<file path="src/rtl/mux_scan_ctrl.sv">
// mux_scan_ctrl: select sequencer for a 4:1 mux stage.
// Walks the enabled channels in ascending order, holding each select for
// SETTLE cycles plus a dwell time, then captures the fed-back mux output Y
// into a per-channel sample bit. Supports single-sweep and gapless
// continuous scanning.
//
// state     | meaning
// ----------+---------------------------------------------------------
// ST_IDLE   | no sweep active; selects hold their last value
// ST_SETTLE | select just changed, waiting SETTLE cycles for the mux
// ST_DWELL  | counting the dwell; capture Y on the final dwell cycle
module mux_scan_ctrl #(
  parameter int DWELL_W = 8,
  parameter int SETTLE  = 1
) (
  input  logic               clk,
  input  logic               rst,
  input  logic               EN,
  input  logic [3:0]         MASK,
  input  logic [DWELL_W-1:0] DWELL,
  input  logic               Y,
  output logic               S0,
  output logic               S1,
  output logic [3:0]         SAMPLE,
  output logic [1:0]         CH,
  output logic               VALID,
  output logic               DONE,
  output logic               BUSY
);

  // Settle counter holds 0..SETTLE-1; keep at least one bit so SETTLE=0/1 elaborate.
  localparam int SET_W = (SETTLE < 2) ? 1 : $clog2(SETTLE);

  typedef enum logic [1:0] {
    ST_IDLE   = 2'd0,
    ST_SETTLE = 2'd1,
    ST_DWELL  = 2'd2
  } state_t;

  state_t             state, state_nxt;
  logic [1:0]         ch, ch_nxt;
  logic [1:0]         sel, sel_nxt;
  logic [3:0]         mask_lat, mask_nxt;
  logic [DWELL_W-1:0] dwell_lat, dwell_nxt;
  logic [SET_W-1:0]   set_cnt, set_cnt_nxt;
  logic [DWELL_W-1:0] dw_cnt, dw_cnt_nxt;
  logic [3:0]         sample_q, sample_nxt;
  logic [1:0]         ch_q, ch_q_nxt;
  logic               valid_q, valid_nxt;
  logic               done_q, done_nxt;

  logic [3:0]         above;
  logic               has_next;
  logic [1:0]         next_ch;

  logic               enter;
  logic [1:0]         enter_ch;
  logic [DWELL_W-1:0] enter_dwell;

  // Lowest set bit of a channel mask (callers guarantee m != 0).
  function automatic logic [1:0] lowest_bit(input logic [3:0] m);
    if (m[0])      return 2'd0;
    else if (m[1]) return 2'd1;
    else if (m[2]) return 2'd2;
    else           return 2'd3;
  endfunction

  // Down-counter load value: DWELL of 0 behaves as a single cycle.
  function automatic logic [DWELL_W-1:0] dwell_load(input logic [DWELL_W-1:0] d);
    return (d == '0) ? '0 : d - DWELL_W'(1);
  endfunction

  // Channels strictly above the current one that are still enabled this sweep.
  always_comb begin
    above    = mask_lat & (4'b1110 << ch);
    has_next = |above;
    next_ch  = lowest_bit(above);
  end

  // Next-state, counter and capture logic.
  always_comb begin
    state_nxt   = state;
    ch_nxt      = ch;
    sel_nxt     = sel;
    mask_nxt    = mask_lat;
    dwell_nxt   = dwell_lat;
    set_cnt_nxt = set_cnt;
    dw_cnt_nxt  = dw_cnt;
    sample_nxt  = sample_q;
    ch_q_nxt    = ch_q;
    valid_nxt   = 1'b0;
    done_nxt    = 1'b0;
    enter       = 1'b0;
    enter_ch    = ch;
    enter_dwell = dwell_lat;

    case (state)
      ST_IDLE: begin
        if (EN && (MASK != 4'b0000)) begin
          mask_nxt    = MASK;
          dwell_nxt   = DWELL;
          enter       = 1'b1;
          enter_ch    = lowest_bit(MASK);
          enter_dwell = DWELL;
        end
      end

      ST_SETTLE: begin
        if (set_cnt == '0) begin
          state_nxt  = ST_DWELL;
          dw_cnt_nxt = dwell_load(dwell_lat);
        end else begin
          set_cnt_nxt = set_cnt - SET_W'(1);
        end
      end

      ST_DWELL: begin
        if (dw_cnt != '0) begin
          dw_cnt_nxt = dw_cnt - DWELL_W'(1);
        end else begin
          sample_nxt[ch] = Y;
          ch_q_nxt       = ch;
          valid_nxt      = 1'b1;
          if (has_next) begin
            enter    = 1'b1;
            enter_ch = next_ch;
          end else begin
            done_nxt = 1'b1;
            // Continuous mode: re-latch on the final capture edge so sweeps are gapless.
            if (EN && (MASK != 4'b0000)) begin
              mask_nxt    = MASK;
              dwell_nxt   = DWELL;
              enter       = 1'b1;
              enter_ch    = lowest_bit(MASK);
              enter_dwell = DWELL;
            end else begin
              state_nxt = ST_IDLE;
            end
          end
        end
      end

      default: state_nxt = ST_IDLE;
    endcase

    // Moving onto a channel: the select changes on this edge and the settle/dwell restarts.
    if (enter) begin
      ch_nxt  = enter_ch;
      sel_nxt = enter_ch;
      if (SETTLE == 0) begin
        state_nxt  = ST_DWELL;
        dw_cnt_nxt = dwell_load(enter_dwell);
      end else begin
        state_nxt   = ST_SETTLE;
        set_cnt_nxt = SET_W'(SETTLE - 1);
      end
    end
  end

  // State and datapath registers with synchronous reset.
  always_ff @(posedge clk) begin
    if (rst) begin
      state     <= ST_IDLE;
      ch        <= 2'd0;
      sel       <= 2'd0;
      mask_lat  <= 4'b0000;
      dwell_lat <= '0;
      set_cnt   <= '0;
      dw_cnt    <= '0;
      sample_q  <= 4'b0000;
      ch_q      <= 2'd0;
      valid_q   <= 1'b0;
      done_q    <= 1'b0;
    end else begin
      state     <= state_nxt;
      ch        <= ch_nxt;
      sel       <= sel_nxt;
      mask_lat  <= mask_nxt;
      dwell_lat <= dwell_nxt;
      set_cnt   <= set_cnt_nxt;
      dw_cnt    <= dw_cnt_nxt;
      sample_q  <= sample_nxt;
      ch_q      <= ch_q_nxt;
      valid_q   <= valid_nxt;
      done_q    <= done_nxt;
    end
  end

  assign S1     = sel[1];
  assign S0     = sel[0];
  assign SAMPLE = sample_q;
  assign CH     = ch_q;
  assign VALID  = valid_q;
  assign DONE   = done_q;
  assign BUSY   = (state != ST_IDLE);

endmodule

</file>
<file path="config.mk">
export PLATFORM = sky130hd
export DESIGN_NAME = mux_scan_ctrl
export DESIGN_NICKNAME = d
export VERILOG_FILES = /design/src/rtl/mux_scan_ctrl.sv
export SDC_FILE = /design/constraint.sdc
export NUM_CORES = 1
export LEC_CHECK = 0
export CORE_MARGIN = 10
export CORE_UTILIZATION = 58
export DETAILED_ROUTE_END_ITERATION = 16
export PLACE_DENSITY_LB_ADDON = 0.25
export SETUP_SLACK_MARGIN = 0.02
export SLEW_MARGIN = 20
export SYNTH_ARGS = -nofsm -noshare
export SYNTH_HDL_FRONTEND = slang
export SYNTH_SLANG_ARGS = --single-unit
export TNS_END_PERCENT = 5
</file>
<file path="constraint.sdc">
create_clock -name clk -period 4.55 [get_ports clk]
set_clock_uncertainty 0.1 [all_clocks]
set_input_delay 0.6825 -clock clk [delete_from_list [all_inputs] [get_ports clk]]
set_output_delay 0.6825 -clock clk [all_outputs]
set_load 0.005 [all_outputs]
</file>
After elaboration in Yosys (flattened, before gate mapping)
Index checks and enable logic that the tools add are counted.

storage, ports and cells
  bits in registers = 33
  bits of input ports = 16
  output and inout port bits = 11
  word-level logic and storage cells = 90

cells by class
  add/subtract/negate cells = 3
  $lt $le $gt $ge = 2
  equal/unequal tests = 12
  shifts and indexed selects = 1
  muxes and demuxes = 38
  bitwise gates (word level) = 4
  reduce and logical (&&, ||, !) cells = 19

operators with widths
  kind                   number
  $mux W8                6
  $pmux W8 S2            2
  $mux W2                11
  $sub A8 B1 Y8 const B  2
  $mux W4                3
  $ne A2 B2 Y1 const B   6
  $ne A3 B3 Y1 const B   4
  $mux W1                10
  $reduce_and A5 Y1      2
  $reduce_and A3 Y1      3
  $logic_not A8 Y1       1
  $pmux W4 S2            1
  $reduce_bool A8 Y1     1
  $pmux W2 S3            1
  $reduce_bool A2 Y1     3
  $and A4 B4 Y4          1
  $bwmux W4              1
  $pmux W2 S2            1
  $reduce_bool A4 Y1     1
  $reduce_or A2 Y1       2
  $reduce_or A4 Y1       1
  $shl A4 B2 Y4 const A  1
  $lt A2 B3 Y1 const B   1
  $not A1 Y1             3
  other kinds (10)       11

Depth between registers and ports, before layout
Gate-level depths: netlist (run 1).

  word-level depth = 8
  depth in mapped cells = 8
  mapped depth without buffers = 7

Worst setup path after synthesis (run 1)
OpenSTA, ideal clock, no wires.

  path kind = reg2reg
  from = register dw_cnt[0]
  to = register dwell_lat[0]
  library setup time = 72 ps
  arrival time = 1835 ps
  required time = 4378 ps
  slack = 2544 ps
  cell stages (with the launch flop) = 9
  path buffers = 1
  period minus slack after synthesis = 2006 ps
  cell sequence = dfxtp_1 -> inv_1 -> ha_1 -> nor3b_1 -> and2_4 -> nand2_2 -> a211oi_2 -> buf_6 -> mux2i_1

between the ends
  word-level cells in the longest chain between the ends = 3

RTL lines
  element                             line  text
  start, declared                     46    logic [DWELL_W-1:0] dw_cnt, dw_cnt_nxt;
  start signal, assigned              181   dw_cnt <= dw_cnt_nxt;
  $reduce_bool A8 Y1                  118   if (dw_cnt != '0) begin
  $ne A2 B2 Y1 (no source line)       -
  $reduce_and A3 Y1 (no source line)  -
  end signal, assigned                179   dwell_lat <= dwell_nxt;
  end, declared                       44    logic [DWELL_W-1:0] dwell_lat, dwell_nxt;

Every way passes these cells.
A chain may end at the register's enable or synchronous reset.

Worst setup path after layout (run 1)
  from = register dw_cnt[0]
  to = register dwell_lat[5]

The elaborated chain is that of the path after synthesis.

==> flow_results.xml, run 1 <==
<?xml version="1.0" encoding="UTF-8"?>
<metrics>
  <group name="detailed_routing">
    <metric name="detail_route.iter0.violations" unit="">168</metric>
    <metric name="met1Wirelength" unit="µm">1745</metric>
    <metric name="vias" unit="">1653</metric>
    <metric name="top_signal_layer_used" unit="">met4</metric>
    <metric name="antenna_left" unit="">0</metric>
    <metric name="route.met2.wl" unit="µm">2205</metric>
    <metric name="avgViaCountPerCell" unit="">6.238</metric>
    <metric name="routed_wire_length_per_instance" unit="µm">16.52</metric>
    <metric name="detailedRoute.firstPassIterationCount" unit="">5</metric>
    <metric name="drt_drc_violations_left" unit="">0</metric>
    <metric name="routed-wl-met3" unit="µm">340</metric>
    <metric name="finalWirelength" unit="µm">4377</metric>
  </group>
  <group name="timing">
    <metric name="maximum_clock_frequency" unit="GHz">0.3902</metric>
    <metric name="rsz0062_at_grt" unit="">false</metric>
    <metric name="fin_crit_sh" unit="%">56.32</metric>
    <metric name="final_max_slew_viol_count" unit="">0</metric>
    <metric name="finalWorstPathRequiredPeriod" unit="ns">2.563</metric>
    <metric name="timing.hold.ws" unit="ns">0.3685</metric>
    <metric name="final_hold_viol_count" unit="">0</metric>
    <metric name="final.setup.tns" unit="ns">0</metric>
    <metric name="slew_headroom" unit="%">44.01</metric>
    <metric name="setup_viol" unit="">0</metric>
    <metric name="worst-slew-pin-transition" unit="ns">0.8290</metric>
  </group>
  <group name="placed_design">
    <metric name="routabilityCongestion" unit="">0.9053</metric>
    <metric name="hpwl" unit="µm">3216</metric>
    <metric name="buffer_ports.inserted" unit="">26</metric>
    <metric name="placed_cells_incl_taps" unit="">257</metric>
  </group>
  <group name="grt">
    <metric name="pin_count_of_the_biggest_net_entering_global_routing" unit="">24</metric>
    <metric name="grt_pass1_vias" unit="">1588</metric>
    <metric name="antenna_found_initial" unit="">0</metric>
    <metric name="grt_first_pass_wirelength" unit="µm">7355</metric>
    <metric name="grt_remaining_overflow" unit="">0</metric>
    <metric name="grt_usage" unit="%">16.66</metric>
  </group>
  <group name="clocking">
    <metric name="worstSkewPairLatency" unit="ns">0.33</metric>
    <metric name="cts_buf_count" unit="">5</metric>
    <metric name="cts_tree" unit="">yes</metric>
    <metric name="post_cts_resize_count" unit="">0</metric>
    <metric name="post_cts.repair.setup_buffers" unit="">0</metric>
    <metric name="cts_hold_buf" unit="">0</metric>
    <metric name="clock_sinks" unit="">31</metric>
    <metric name="clk_path_buf_depth" unit="">2</metric>
    <metric name="worst_setup_hold_path_clk_slew" unit="ns">0.10</metric>
    <metric name="cts_root_buffer" unit="">sky130_fd_sc_hd__clkbuf_4</metric>
    <metric name="htree_levels" unit="">2</metric>
  </group>
  <group name="yosys">
    <metric name="netlist.top_cell.by_area" unit="">sky130_fd_sc_hd__dfxtp_1</metric>
    <metric name="synth_seq_area_share" unit="%">34.52</metric>
    <metric name="post_synth_inst_count" unit="">208</metric>
    <metric name="synth_async_sr_flop_share" unit="%">0</metric>
    <metric name="synth_common_cells" unit="">sky130_fd_sc_hd__dfxtp_1 (31), sky130_fd_sc_hd__nor2_1 (20), sky130_fd_sc_hd__a21oi_1 (15), sky130_fd_sc_hd__mux2i_1 (15)</metric>
    <metric name="synth-edff-count" unit="">0</metric>
    <metric name="synth.ff_latch_count" unit="">31</metric>
    <metric name="postSynth.topFlopCell" unit="">sky130_fd_sc_hd__dfxtp_1</metric>
    <metric name="synth.distinct_cells" unit="">50</metric>
    <metric name="synth_most_common_cell" unit="">sky130_fd_sc_hd__dfxtp_1</metric>
    <metric name="syn_nets" unit="">227</metric>
    <metric name="synth_area_leaders" unit="">sky130_fd_sc_hd__dfxtp_1 (35%), sky130_fd_sc_hd__mux2i_1 (8.4%), sky130_fd_sc_hd__or2b_2 (5.8%)</metric>
    <metric name="synth_top_cell_area_share" unit="%">34.52</metric>
    <metric name="yosys_warnings" unit="">0</metric>
    <metric name="syn_area" unit="µm²">1798</metric>
    <metric name="synth_area_per_cell" unit="µm²">8.644</metric>
  </group>
  <group name="die">
    <metric name="initial_core_util" unit="%">59.87</metric>
    <metric name="die_h" unit="µm">75.68</metric>
    <metric name="rows" unit="">20</metric>
    <metric name="core_area" unit="µm²">3003</metric>
    <metric name="die_w" unit="µm">75.68</metric>
    <metric name="io_pins" unit="">27</metric>
    <metric name="fp.dieArea" unit="µm²">5727</metric>
  </group>
  <group name="critical_path">
    <metric name="crit_path_top_delay_cell" unit="">sky130_fd_sc_hd__a211oi_4</metric>
    <metric name="max_stage_delay" unit="ns">0.68</metric>
    <metric name="critPathLaunchType" unit="">flip-flop</metric>
    <metric name="cp_data_required_time" unit="ns">4.71</metric>
    <metric name="critical_path.top_delay_family" unit="">simple AND/OR/NAND/NOR gates</metric>
    <metric name="timing.critical_path.buf_inv" unit="">1</metric>
    <metric name="path_cells" unit="">inv_1 -&gt; ha_1 -&gt; nor3b_1 -&gt; and2_4 -&gt; nand2_2 -&gt; a211oi_4 -&gt; mux2i_1</metric>
    <metric name="timing.critical_path.arrival" unit="ns">2.72</metric>
    <metric name="critPathMaxFanout" unit="">11</metric>
    <metric name="worstSetupEndpointType" unit="">flip-flop</metric>
    <metric name="worstSetupPathType" unit="">flip-flop to flip-flop</metric>
  </group>
  <group name="hold_path">
    <metric name="timing.hold.worst.class" unit="">flip-flop to flip-flop</metric>
  </group>
  <group name="pwr">
    <metric name="cellPowerDensity" unit="nW/µm²">370.4</metric>
    <metric name="peakVddDrop" unit="mV">0.2225</metric>
    <metric name="static-leakage-power" unit="µW">0.0008040</metric>
  </group>
  <group name="final_layout">
    <metric name="stdcell_count" unit="">265</metric>
    <metric name="nets" unit="">250</metric>
    <metric name="antennaDiodeCount" unit="">0</metric>
    <metric name="synthesis_to_finish_area_growth" unit="%">17.54</metric>
    <metric name="post_route_cells_drive_above_1_share" unit="%">13.79</metric>
  </group>
  <group name="outcome">
    <metric name="run_status" unit="">finished, final reports clean</metric>
  </group>
  <group name="job">
    <metric name="timing.max_cap.violations" unit="">0</metric>
  </group>
</metrics>
==> report_power, final <==
part	switching [µW]	internal (µW)	total, µW	leakage (µW)
logic	139	125	264	0.000512
registers	36.8	297	333	0.000253
clock network	94.8	90.9	186	0.0000386
==> registers in the layout, summed over array words and instances (netlist names) <==
| name | flops |
|---|---|
| VALID | 1 |
| mask_lat | 3 |
| sel | 2 |
| DONE | 1 |
| dw_cnt | 8 |
| CH | 2 |
| dwell_lat | 8 |
| state | 2 |
| SAMPLE | 4 |
==> metrics by stage <==
stage	util [%]	instance area (µm²)	total power, µW	setup slack (ns)
finish	70.38	2113	782.8	1.987
global route	70.38	2113	837.4	1.796
CTS	70.13	2106	779.8	1.685
detailed placement	67.83	2037	594.9	1.748
global placement	67.83	2037	584.9	1.905
floorplan	-	1798	528.1	2.544
==> metal layers <==
layer,GRT usage (%),up-vias
met5,0,-
met4,5.361,0
met3,7.161,17
met2,28.90,72
met1,17.79,779
li1,-,785
==> cell type report <==
type,instances,area (µm²)
Clock buffer,8,68.82
Fill cell,257,889.6
Inverter,6,22.52
Multi-Input combinational cell,160,1092
Sequential cell,31,620.6
Tap cell,33,41.29
Timing Repair Buffer,27,267.8
==> cells by family (layout without fill, tap and decap cells) <==
family,Yosys count,in the layout,synth area share (%)
buffers and inverters,17,41,5.149
xor gates and xnor gates,3,3,1.462
muxes,16,16,8.977
and+or+nand+nor,96,96,32.36
adders and majority gates,3,3,2.088
DFF,31,31,34.52
AOI/OAI and AO/OA,42,42,15.45
==> layout by cell type (no fill, tap or decap), drive strengths merged, types with 2 or more instances in the layout <==
cell	count
nand2b	9
ha	3
nand2	13
nor3	7
nor4	3
a311oi	2
nand3	3
or2	2
a31oi	5
nand4	2
nor2b	2
nor3b	5
dfxtp	31
nor2	20
mux2i	15
and2	2
clkdlybuf4s50	26
or2b	17
nand3b	2
o31ai	2
o41ai	2
or3	2
inv	6
a21oi	15
and3	3
clkbuf	8
o211ai	2
xor2	3
o21ai	8
==> path summary, 6_finish.rpt <==
check        depth (start not counted)                        end  slack, ns                    from
max                                  7  dwell_lat[5]$_SDFFE_PP0P_       1.99  dw_cnt[0]$_SDFFE_PP0P_
min                                  2         CH[0]$_SDFFE_PP0P_       0.37      CH[0]$_SDFFE_PP0P_
max reg2reg                          7  dwell_lat[5]$_SDFFE_PP0P_       1.99  dw_cnt[0]$_SDFFE_PP0P_
min reg2reg                          2         CH[0]$_SDFFE_PP0P_       0.37      CH[0]$_SDFFE_PP0P_
==> worst reg2reg max path, stage by stage (launching register included) <==
cell and delay [ns]:
sky130_fd_sc_hd__dfxtp_1 0.36, sky130_fd_sc_hd__inv_1 0.13, sky130_fd_sc_hd__ha_1 0.20, sky130_fd_sc_hd__nor3b_1 0.43
sky130_fd_sc_hd__and2_4 0.26, sky130_fd_sc_hd__nand2_2 0.06, sky130_fd_sc_hd__a211oi_4 0.68, sky130_fd_sc_hd__mux2i_1 0.27
No activity file was read; power rests on OpenSTA's default activity.
==> run 2, diff against run 1 <==
--- a/config.mk
+++ b/config.mk
@@ -6,7 +6,7 @@
 export NUM_CORES = 1
 export LEC_CHECK = 0
 export CORE_MARGIN = 10
-export CORE_UTILIZATION = 58
+export CORE_UTILIZATION = 53
 export DETAILED_ROUTE_END_ITERATION = 16
 export PLACE_DENSITY_LB_ADDON = 0.25
 export SETUP_SLACK_MARGIN = 0.02
==> constraint.sdc (replaced) <==
create_clock -name clk -period 2.6 [get_ports clk]
set_clock_uncertainty 0.1 [all_clocks]
set_input_delay 0.39 -clock clk [delete_from_list [all_inputs] [get_ports clk]]
set_output_delay 0.39 -clock clk [all_outputs]
set_load 0.005 [all_outputs]
==> run 2 against run 1 <==
Net effect:
- maximum frequency is 15% higher
- total power is 84% higher
- cell count is 5.7% higher
- sequential cell count stayed put
- worst setup slack worse by 1.6 ns
- utilization is 5.3 points lower
- critical path type unchanged
- critical endpoint unchanged
- largest power group unchanged
==> flow_results.xml, run 2 (same netlist as run 1, synthesis figures left out) <==
<?xml version="1.0" encoding="UTF-8"?>
<metrics>
  <group name="timing">
    <metric name="setup_viol" unit="">0</metric>
    <metric name="worst-slew-pin-transition" unit="ns">0.6708</metric>
    <metric name="rsz0062_at_grt" unit="">false</metric>
    <metric name="final_hold_viol_count" unit="">0</metric>
    <metric name="final.setup.tns" unit="ns">0</metric>
    <metric name="fin_crit_sh" unit="%">85.76</metric>
    <metric name="slew_headroom" unit="%">54.70</metric>
    <metric name="finalWorstPathRequiredPeriod" unit="ns">2.230</metric>
    <metric name="final_max_slew_viol_count" unit="">0</metric>
    <metric name="maximum_clock_frequency" unit="GHz">0.4485</metric>
  </group>
  <group name="critical_path">
    <metric name="worstSetupPathType" unit="">flip-flop to flip-flop</metric>
    <metric name="r2r_start" unit="">dw_cnt[0]$_SDFFE_PP0P_</metric>
    <metric name="critical_path.top_delay_family" unit="">simple AND/OR/NAND/NOR gates</metric>
    <metric name="max_stage_delay" unit="ns">0.43</metric>
    <metric name="rr_worst_depth" unit="">8</metric>
    <metric name="critPathLaunchType" unit="">flip-flop</metric>
    <metric name="path_cells" unit="">inv_1 -&gt; ha_1 -&gt; nor3b_1 -&gt; and2_4 -&gt; nand2_2 -&gt; a211oi_2 -&gt; buf_4 -&gt; mux2i_1</metric>
    <metric name="crit_path_top_delay_cell" unit="">sky130_fd_sc_hd__nor3b_1</metric>
    <metric name="worstSetupEndpointType" unit="">flip-flop</metric>
    <metric name="critPathMaxFanout" unit="">11</metric>
    <metric name="timing.critical_path.to" unit="">dwell_lat[5]$_SDFFE_PP0P_</metric>
    <metric name="timing.critical_path.arrival" unit="ns">2.41</metric>
    <metric name="crit_start" unit="">dw_cnt[0]$_SDFFE_PP0P_</metric>
    <metric name="cp_num_cells" unit="">8</metric>
    <metric name="cp_data_required_time" unit="ns">2.78</metric>
    <metric name="regToRegEndpoint" unit="">dwell_lat[5]$_SDFFE_PP0P_</metric>
    <metric name="timing.critical_path.buf_inv" unit="">2</metric>
    <metric name="r2r_setup_slack" unit="ns">0.37</metric>
  </group>
  <group name="clocking">
    <metric name="cts_hold_buf" unit="">0</metric>
    <metric name="cts_root_buffer" unit="">sky130_fd_sc_hd__clkbuf_4</metric>
    <metric name="htree_levels" unit="">2</metric>
    <metric name="post_cts_resize_count" unit="">0</metric>
    <metric name="cts_buf_count" unit="">5</metric>
    <metric name="post_cts.repair.setup_buffers" unit="">0</metric>
    <metric name="worstSkewPairLatency" unit="ns">0.35</metric>
    <metric name="worst_setup_hold_path_clk_slew" unit="ns">0.10</metric>
    <metric name="cts_tree" unit="">yes</metric>
    <metric name="clock_sinks" unit="">31</metric>
    <metric name="clk_path_buf_depth" unit="">2</metric>
  </group>
  <group name="final_layout">
    <metric name="multi_input_comb_area" unit="µm²">1085</metric>
    <metric name="layout.cells.most_common" unit="">sky130_fd_sc_hd__dfxtp_1</metric>
    <metric name="final-seq-area" unit="µm²">620.6</metric>
    <metric name="synthesis_to_finish_area_growth" unit="%">19.83</metric>
    <metric name="antennaDiodeCount" unit="">0</metric>
    <metric name="nets" unit="">252</metric>
    <metric name="final_cell_mix" unit="">sky130_fd_sc_hd__dfxtp_1 (31), sky130_fd_sc_hd__clkdlybuf4s50_1 (26), sky130_fd_sc_hd__nor2_1 (20)</metric>
    <metric name="num-fill-cells" unit="">301</metric>
    <metric name="post_route_cells_drive_above_1_share" unit="%">14.96</metric>
  </group>
  <group name="detailed_routing">
    <metric name="detailedRoute.firstPassIterationCount" unit="">4</metric>
    <metric name="detail_route.iter0.violations" unit="">167</metric>
    <metric name="avgViaCountPerCell" unit="">5.579</metric>
    <metric name="vias" unit="">1562</metric>
    <metric name="drt_drc_violations_left" unit="">0</metric>
    <metric name="finalWirelength" unit="µm">4092</metric>
    <metric name="antenna_left" unit="">0</metric>
    <metric name="routed_wire_length_per_instance" unit="µm">14.61</metric>
  </group>
  <group name="die">
    <metric name="die_w" unit="µm">78.25</metric>
    <metric name="initial_core_util" unit="%">54.31</metric>
    <metric name="core_area" unit="µm²">3311</metric>
    <metric name="io_pins" unit="">27</metric>
    <metric name="fp.dieArea" unit="µm²">6122</metric>
    <metric name="rows" unit="">21</metric>
    <metric name="die_h" unit="µm">78.25</metric>
  </group>
  <group name="hold_path">
    <metric name="timing.hold.worst.class" unit="">flip-flop to flip-flop</metric>
  </group>
  <group name="pwr">
    <metric name="cellPowerDensity" unit="nW/µm²">669.0</metric>
    <metric name="totalPowerFinal" unit="µW">1441</metric>
    <metric name="static-leakage-power" unit="µW">0.0008227</metric>
    <metric name="peakVddDrop" unit="mV">0.5305</metric>
  </group>
  <group name="outcome">
    <metric name="run_status" unit="">finished, final reports clean</metric>
  </group>
  <group name="grt">
    <metric name="grt_usage" unit="%">13.33</metric>
    <metric name="grt_first_pass_wirelength" unit="µm">6913</metric>
    <metric name="pin_count_of_the_biggest_net_entering_global_routing" unit="">45</metric>
    <metric name="grt_pass1_vias" unit="">1496</metric>
    <metric name="antenna_found_initial" unit="">0</metric>
    <metric name="grt_remaining_overflow" unit="">0</metric>
  </group>
  <group name="placed_design">
    <metric name="buffer_ports.inserted" unit="">26</metric>
    <metric name="routabilityCongestion" unit="">0.9083</metric>
    <metric name="hpwl" unit="µm">2844</metric>
  </group>
  <group name="job">
    <metric name="timing.max_cap.violations" unit="">0</metric>
  </group>
</metrics>
## run 2: worst register-to-register path, cell delays in order, from the launching register on
cell and delay, ns:
sky130_fd_sc_hd__dfxtp_1 0.36, sky130_fd_sc_hd__inv_1 0.11, sky130_fd_sc_hd__ha_1 0.18, sky130_fd_sc_hd__nor3b_1 0.43, sky130_fd_sc_hd__and2_4 0.26, sky130_fd_sc_hd__nand2_2 0.05, sky130_fd_sc_hd__a211oi_2 0.21, sky130_fd_sc_hd__buf_4 0.25
sky130_fd_sc_hd__mux2i_1 0.21
## run 2: per-stage QoR
step                      setup slack (ns)  hold slack (ns)  instance area [µm²]  cells  util [%]
after floorplan                     0.5938           0.3527                 1798    208         -
final                               0.3702           0.3575                 2155    280     65.08
after CTS                           0.3900           0.3622                 2155    280     65.08
after detailed placement            0.3107           0.3485                 2068    272     62.47
after global routing                0.1545           0.3909                 2155    280     65.08
after global placement              0.3354           0.3463                 2068    272     62.47
## run 2: area by class of cell
class                      count  share of cell area [%]
tap                           46                   2.671
multi-input combinational    160                   50.35
sequential                    31                   28.80
inverter                       6                   1.045
clock buffer                   6                   2.381
clock inverter                 2                   1.626
timing repair buffer          29                   13.12
## run 2: report_power, final
group	internal [µW]	leakage, µW	total [µW]	switching (µW)
registers	519	0.000253	584	65.3
logic	220	0.000521	455	234
clock network	227	0.0000482	402	175
## run 2: worst min-delay path by stage
stage | slack [ns] | cells after the start | endpoint | startpoint
after CTS | 0.36 | 2 | CH[0]$_SDFFE_PP0P_ | CH[0]$_SDFFE_PP0P_
after detailed placement | 0.35 | 2 | CH[0]$_SDFFE_PP0P_ | CH[0]$_SDFFE_PP0P_
after floorplan | 0.35 | 2 | CH[0]$_SDFFE_PP0P_ | CH[0]$_SDFFE_PP0P_
final | 0.36 | 2 | CH[0]$_SDFFE_PP0P_ | CH[0]$_SDFFE_PP0P_
after global placement | 0.35 | 2 | CH[0]$_SDFFE_PP0P_ | CH[0]$_SDFFE_PP0P_
after global routing | 0.39 | 2 | CH[1]$_SDFFE_PP0P_ | CH[1]$_SDFFE_PP0P_
## run 2: routing by layer
metal  vias up  GRT usage, %  part of all wire, %
met5         -             0                    0
met4         0         6.093                  1.6
met3        11         4.897                  7.2
met2        47         20.81                   46
met1       716         15.95                   45
li1        788             -                    -
